==> src/rtl/insn_encoder.sv <==
// ---------------------------------------------------------------------------
// insn_encoder
//   Program loader / stimulus generator. Turns symbolic instruction commands
//   (mnemonic + register/immediate operands) into 32-bit instruction words in
//   the decoder's field format, buffers them in a small FIFO and writes them
//   sequentially into instruction memory at an auto-incrementing address.
//
//   Field layout: op[31:26] rs[25:21] rt[20:16] rd[15:11] shamt[10:6]
//                 funct[5:0]; constant in [15:0].
//
// Parameters
//   FIFO_DEPTH  encoded-word buffer entries (power of two, >= 2)
//   ADDR_WIDTH  word-address width of the IMem write port
//
// Ports
//   clk, rst          clock, synchronous active-high reset
//   start, baseAddr   begin a load session at baseAddr (honoured in IDLE only)
//   cmdValid/cmdReady command handshake; cmdLast marks the final command
//   cmdMnem, cmdDst, cmdSrcA, cmdSrcB, cmdShamt, cmdImm   command fields
//   cmdError          (INSN_ENCODER_CHECK_EN only) pulse for a rejected command
//   wrValid/wrReady   IMem write handshake; wrAddr/wrData address and word
//   busy              session active
//   done              one-cycle pulse at end of session
//   insnCount         words written in the current/most recent session
//
// Configuration
//   INSN_ENCODER_CHECK_EN  when defined, illegal mnemonics (14-15) and shift
//   commands with a nonzero cmdSrcB are consumed without being written and
//   flagged on cmdError. When undefined, illegal mnemonics encode as 0.
// ---------------------------------------------------------------------------
module insn_encoder #(
   parameter int FIFO_DEPTH = 4,
   parameter int ADDR_WIDTH = 10
) (
   input  logic                  clk,
   input  logic                  rst,
   input  logic                  start,
   input  logic [ADDR_WIDTH-1:0] baseAddr,
   input  logic                  cmdValid,
   output logic                  cmdReady,
`ifdef INSN_ENCODER_CHECK_EN
   output logic                  cmdError,
`endif
   input  logic                  cmdLast,
   input  logic [3:0]            cmdMnem,
   input  logic [4:0]            cmdDst,
   input  logic [4:0]            cmdSrcA,
   input  logic [4:0]            cmdSrcB,
   input  logic [4:0]            cmdShamt,
   input  logic [15:0]           cmdImm,
   output logic                  wrValid,
   input  logic                  wrReady,
   output logic [ADDR_WIDTH-1:0] wrAddr,
   output logic [31:0]           wrData,
   output logic                  busy,
   output logic                  done,
   output logic [ADDR_WIDTH:0]   insnCount
);

   localparam int PTR_W = (FIFO_DEPTH > 1) ? $clog2(FIFO_DEPTH) : 1;
   localparam logic [PTR_W:0]      FULL_CNT = (PTR_W+1)'(FIFO_DEPTH);
   localparam logic [ADDR_WIDTH:0] CNT_MAX  = {1'b1, {ADDR_WIDTH{1'b0}}};

   typedef enum logic [1:0] {IDLE, RUN, DRAIN, DONE} state_t;

   state_t           state, stateNext;
   logic [31:0]      mem [FIFO_DEPTH];
   logic [PTR_W-1:0] wrPtr, rdPtr;
   logic [PTR_W:0]   count;
   logic             fifoFull, fifoEmpty;
   logic             cmdAccept, push, pop;
   logic [31:0]      encWord;

   function automatic logic [31:0] encode(
      input logic [3:0]  mnem,
      input logic [4:0]  dst,
      input logic [4:0]  srcA,
      input logic [4:0]  srcB,
      input logic [4:0]  shamt,
      input logic [15:0] imm
   );
      logic [31:0] w;
      case (mnem)
         4'd0:    w = {6'h00, 5'd0, srcA, dst, shamt, 6'h00};   // SLL
         4'd1:    w = {6'h00, 5'd0, srcA, dst, shamt, 6'h02};   // SRL
         4'd2:    w = {6'h00, srcA, srcB, dst, 5'd0, 6'h20};    // ADD
         4'd3:    w = {6'h00, srcA, srcB, dst, 5'd0, 6'h22};    // SUB
         4'd4:    w = {6'h00, srcA, srcB, dst, 5'd0, 6'h24};    // AND
         4'd5:    w = {6'h00, srcA, srcB, dst, 5'd0, 6'h25};    // OR
         4'd6:    w = {6'h00, srcA, srcB, dst, 5'd0, 6'h2A};    // SLT
         4'd7:    w = {6'h08, srcA, dst, imm};                  // ADDI
         4'd8:    w = {6'h0C, srcA, dst, imm};                  // ANDI
         4'd9:    w = {6'h0D, srcA, dst, imm};                  // ORI
         4'd10:   w = {6'h23, srcA, dst, imm};                  // LD
         4'd11:   w = {6'h2B, srcA, srcB, imm};                 // ST
         4'd12:   w = {6'h04, srcA, srcB, imm};                 // BEQ
         4'd13:   w = {6'h05, srcA, srcB, imm};                 // BNE
         default: w = 32'h0000_0000;                            // illegal -> SLL r0,r0,0
      endcase
      return w;
   endfunction

   assign encWord   = encode(cmdMnem, cmdDst, cmdSrcA, cmdSrcB, cmdShamt, cmdImm);
   assign fifoEmpty = (count == '0);
   // Fullness ignores a same-cycle pop so cmdReady never depends on wrReady.
   assign fifoFull  = (count == FULL_CNT);
   assign cmdAccept = cmdValid && cmdReady;
   assign pop       = wrValid && wrReady;

`ifdef INSN_ENCODER_CHECK_EN
   logic cmdIllegal;
   assign cmdIllegal = (cmdMnem >= 4'd14) ||
                       (((cmdMnem == 4'd0) || (cmdMnem == 4'd1)) && (cmdSrcB != 5'd0));
   assign push = cmdAccept && !cmdIllegal;
`else
   assign push = cmdAccept;
`endif

   // Output side: the FIFO head is presented directly; an empty FIFO shows 0.
   assign wrValid = !fifoEmpty;
   assign wrData  = fifoEmpty ? 32'h0000_0000 : mem[rdPtr];

   always_comb begin
      stateNext = state;
      cmdReady  = 1'b0;
      busy      = 1'b0;
      done      = 1'b0;
      case (state)
         IDLE: begin
            if (start) stateNext = RUN;
         end
         RUN: begin
            busy     = 1'b1;
            cmdReady = !fifoFull;
            if (cmdValid && !fifoFull && cmdLast) stateNext = DRAIN;
         end
         DRAIN: begin
            busy = 1'b1;
            // Empty FIFO means no write is outstanding either.
            if (fifoEmpty) stateNext = DONE;
         end
         DONE: begin
            busy      = 1'b1;
            done      = 1'b1;
            stateNext = IDLE;
         end
         default: stateNext = IDLE;
      endcase
   end

   always_ff @(posedge clk) begin
      if (rst) begin
         state     <= IDLE;
         wrPtr     <= '0;
         rdPtr     <= '0;
         count     <= '0;
         wrAddr    <= '0;
         insnCount <= '0;
`ifdef INSN_ENCODER_CHECK_EN
         cmdError  <= 1'b0;
`endif
      end else begin
         state <= stateNext;
         if (push) wrPtr <= wrPtr + 1'b1;
         if (pop)  rdPtr <= rdPtr + 1'b1;
         case ({push, pop})
            2'b10:   count <= count + 1'b1;
            2'b01:   count <= count - 1'b1;
            default: count <= count;
         endcase
         if ((state == IDLE) && start) begin
            wrAddr    <= baseAddr;
            insnCount <= '0;
         end else if (pop) begin
            wrAddr <= wrAddr + 1'b1;               // wraps modulo 2^ADDR_WIDTH
            if (insnCount != CNT_MAX) insnCount <= insnCount + 1'b1;
         end
`ifdef INSN_ENCODER_CHECK_EN
         cmdError <= cmdAccept && cmdIllegal;
`endif
      end
   end

   // Word storage carries no reset; the pointers/count define validity.
   always_ff @(posedge clk) begin
      if (push) mem[wrPtr] <= encWord;
   end

endmodule

==> config.mk <==
export PLATFORM = sky130hd
export DESIGN_NAME = insn_encoder
export DESIGN_NICKNAME = d
export VERILOG_FILES = /design/src/rtl/insn_encoder.sv
export SDC_FILE = /design/constraint.sdc
export NUM_CORES = 1
export LEC_CHECK = 0
export CORE_MARGIN = 4
export CORE_UTILIZATION = 50
export CTS_CLUSTER_DIAMETER = 120
export DETAILED_ROUTE_END_ITERATION = 7
export GPL_ROUTABILITY_DRIVEN = 0
export GPL_TIMING_DRIVEN = 0
export HOLD_SLACK_MARGIN = 0.12
export PLACE_DENSITY = 0.79
export SLEW_MARGIN = 10
export SYNTH_ARGS = -nofsm -noshare
export SYNTH_HDL_FRONTEND = slang
export SYNTH_SLANG_ARGS = --single-unit
==> constraint.sdc <==
create_clock -name clk -period 3.2 [get_ports clk]
set_clock_uncertainty 0.15 [all_clocks]
set_input_delay 0.32 -clock clk [delete_from_list [all_inputs] [get_ports clk]]
set_output_delay 0.32 -clock clk [all_outputs]
set_load 0.01 [all_outputs]
==> results.md <==
* Total global-route track usage at 0.2045
* Worst IR Drop VDD at 0.4526 mV
* Commonest cells after routing, fill and taps aside: edfxtp_1, clkdlybuf4s50_1, nor2_1
* Combinational family with the most area after synthesis: simple AND/OR/NAND/NOR gates
* Worst r2r path cells at 10
* Critical-path top delay cell: clkbuf_1
* Crit start category: flip-flop
* Slew Limit Fails at 0
* Worst hold path startpoint: cmdMnem[0]
* Htree depth at 4
* P per Cell Area at ~700 nW/um^2
* Leakage at between 2 and 3 nW
* Post-placement cell count at 772
* Drt pass-1 iters at 8
* Critical path buffers and inverters at 3
* Tmin final at between 2 and 3 ns
* Hold/Removal Path Class: in2reg
* Top Ports at around 110
* Multiplexer share of the synthesized area at 0.1111
* Die area at approximately 16000 um^2
* Post-synth top flop: edfxtp_1
* R2R Path End: count[2]$_SDFFE_PP0P_
* CP Max Fanout at 10
* Nets at between 600 and 700
* CP peak stage delay at approximately 0.53 ns
* Final wirelength at about 15000 um
* Antenna cell count at 0
* Vias per inst at ~5.6
* Cell family with most CP delay: buffers and inverters
* R2R Setup Slk at 0.47 ns
* Die Ht at roughly 120 um
* Synthesized cell area at 6814 um^2
* Syn-to-layout area delta at 29.73%
* Hold Path Sink: mem[2][26]$_DFFE_PP_
* Cell Area, Placed at about 8200 um^2
* Initial antenna violation count at 0
* Max Cap Viol at 0
* CP arrival at 2.49 ns
* Synth Area in Adders at 0.02681
* Critical-path cell list: clkbuf_1 > mux4_2 > and2_1 > buf_4 > clkdlybuf4s50_1
* Outcome: finished, final reports clean
* Buffer count from post-CTS setup fixing at 0
* Root Buffer: clkbuf_16
* Iter 0 DRT Violations at between 400 and 500
* Worst slew margin at 0.5462
* Core area at 13300 um^2
* Max Root-Sink Buffers at 2
* Synthesis Warnings at 0
* Synthesis-stage register bit count at 152
* WL per Instance at between 15 and 20 um
* Post-route antenna net violation count at 0
* DRC at 0
* Sequential element share of the synthesized area at 0.6228
* Post-synth ARST share at 0
* Vias in the first global route at 4730
* Setup Viol. Count Final at 0
* Synthesized instance count at approximately 480
* Crit Reg-Reg Startpoint: count[2]$_SDFFE_PP0P_
* Slew @ Worst Pin at roughly 0.68 ns
* Fin. Hold Viols at 0
* Xor/xnor cell area share of the yosys netlist at 0.02699
* Type of the worst setup path: reg2out
* # resized after CTS at 0
* Die W at around 120 um
* Unrepaired setup endpoints after global routing: no
* I/O Buffers at ~110
* Netlist cell types at 49
* CTS tree: yes
* # hold bufs at CTS at 0
* Max Fclk at around 0.34 GHz
* Fill cells at 910
* Ratio of cells with drive above 1 in the final layout at 0.1369
* Grt ovf at 0
* Initial Util at 0.5125
* Post-synth EDFFs at 120
* Clock-pin slew of the registers on the worst-case setup and hold paths at ~0.060 ns
* Post-Synth Simple-Gate Area at 0.1120
* Worst-Skew Late Latency at between 0.4 and 0.5 ns
* Largest net degree at the start of global routing at 22
* Design area at slightly below 9000 um^2
* DR vias at ~4500
* # rows at 42
* Min-Delay Path Depth at 3
* Most common cell after layout, fill and taps aside: edfxtp_1
* Clock sink total at ~150
* Crit share post-route at 0.9238
* CP Data Required Time at between 2 and 3 ns
* CTS buffer count at 17
* Compound-Gate Fraction of Synth Area at 0.06831
* Post-route insts no fill at approximately 800
* Syn avg cell area at 14.08 um^2
* First-pass GRT wire length at 24790 um
* HPWL Detailed at 10490 um
* Synth Net Count at ~550
* CP Capture Type: output pin
* Aggregate negative setup slack at 0 ns
-- worst reg2reg max path, stage by stage (launching register included) --
cell     delay [ns]
dfxtp_1        0.47
or3b_1         0.41
and3_1         0.21
buf_6          0.13
inv_1          0.06
ha_1           0.19
inv_1          0.06
fa_1           0.38
xor2_1         0.17
or3_1          0.30
a21oi_1        0.14
-- Yosys cell counts, drive strengths merged (2+ instances only) --
master,number,share of area
a211oi,9,0.011
a21oi,9,0.0066
a222oi,5,0.0073
a22oi,6,0.0066
a311oi,3,0.0039
a31oi,2,0.0018
and2,42,0.039
and3,2,0.0018
buf,9,0.0083
clkbuf,17,0.0094
dfxtp,32,0.094
edfxtp,120,0.53
ha,13,0.024
inv,25,0.014
mux2i,7,0.010
mux4,30,0.099
nand2,18,0.0099
nand3,11,0.0081
nand4,6,0.0055
nor2,39,0.021
nor2b,5,0.0046
nor3,6,0.0059
nor4,6,0.0086
nor4b,2,0.0026
o21ai,18,0.013
o21bai,2,0.0022
o22ai,2,0.0018
o2bb2ai,2,0.0026
o31ai,2,0.0042
o41ai,2,0.0026
or3,3,0.0028
xnor2,15,0.019
xor2,6,0.0077
-- power by group --
group          internal (mW)  switching (mW)  total (mW)
combinational          0.897           0.869        1.77
clock                   1.31           0.789        2.10
sequential              2.31           0.117        2.43
total                   4.52            1.78        6.30
-- final cells by class --
type | instances | area [um^2] | share of cell area
Buffer | 26 | 120.1 | 0.01359
Inverter | 25 | 93.84 | 0.01062
Multi-Input combinational cell | 281 | 2361 | 0.2671
Clock inverter | 14 | 195.2 | 0.02208
Timing Repair Buffer | 112 | 1176 | 0.1331
Sequential cell | 152 | 4244 | 0.4801
Clock buffer | 18 | 429.2 | 0.04855
Tap cell | 176 | 220.2 | 0.02491
-- cells by family after synthesis --
logic type,after synthesis
AO/OA/AOI/OAI,65
XOR/XNOR,21
adder cells (fa/ha/maj),14
buffers and inverters,51
flip-flops,152
multiplexers,38
other,1
AND/OR/NAND/NOR,142
-- how the worst max path moves through the flow --
| stage | endpoint | cells after the start | slack, ns | start |
|---|---|---|---|---|
| floorplan | count[2]$_SDFFE_PP0P_ | 10 | 0.66 | count[2]$_SDFFE_PP0P_ |
| global placement | mem[1][9]$_DFFE_PP_ | 4 | 0.23 | cmdValid |
| detailed placement | count[2]$_SDFFE_PP0P_ | 9 | 0.34 | wrReady |
| CTS | wrData[31] | 5 | 0.23 | flip-flop |
| global route | wrData[31] | 6 | 0.1 | count[2]$_SDFFE_PP0P_ |
| finish | wrData[31] | 5 | 0.24 | flip-flop |
-- sequential cells by signal (all words and copies together), names as in the netlist, named ones only --
signal and flops:
rdPtr 2, wrAddr 10, wrPtr 2, state 2, count 3, insnCount 11, mem 120
-- layer usage --
| layer | up-vias | routed length, um | track usage |
|---|---|---|---|
| li1 | 2081 | - | - |
| met1 | 2185 | 6427 | 0.2665 |
| met2 | 226 | 7496 | 0.3346 |
| met3 | 20 | 1176 | 0.05317 |
| met4 | 0 | 195 | 0.06899 |
| met5 | - | 0 | 0 |
-- metrics by stage --
stage	hold WS, ns	total power, mW	worst slack, ns	util
final	0.2460	6.296	0.2438	0.6649
after global routing	0.2668	6.617	0.09827	0.6649
after CTS	0.2249	6.343	0.2270	0.6649
after detailed placement	0.3894	4.229	0.3439	0.6179
after global placement	0.3602	4.167	0.2272	0.6104
after floorplan	0.2721	3.431	0.6634	-
No activity file was read; power rests on OpenSTA's default activity.
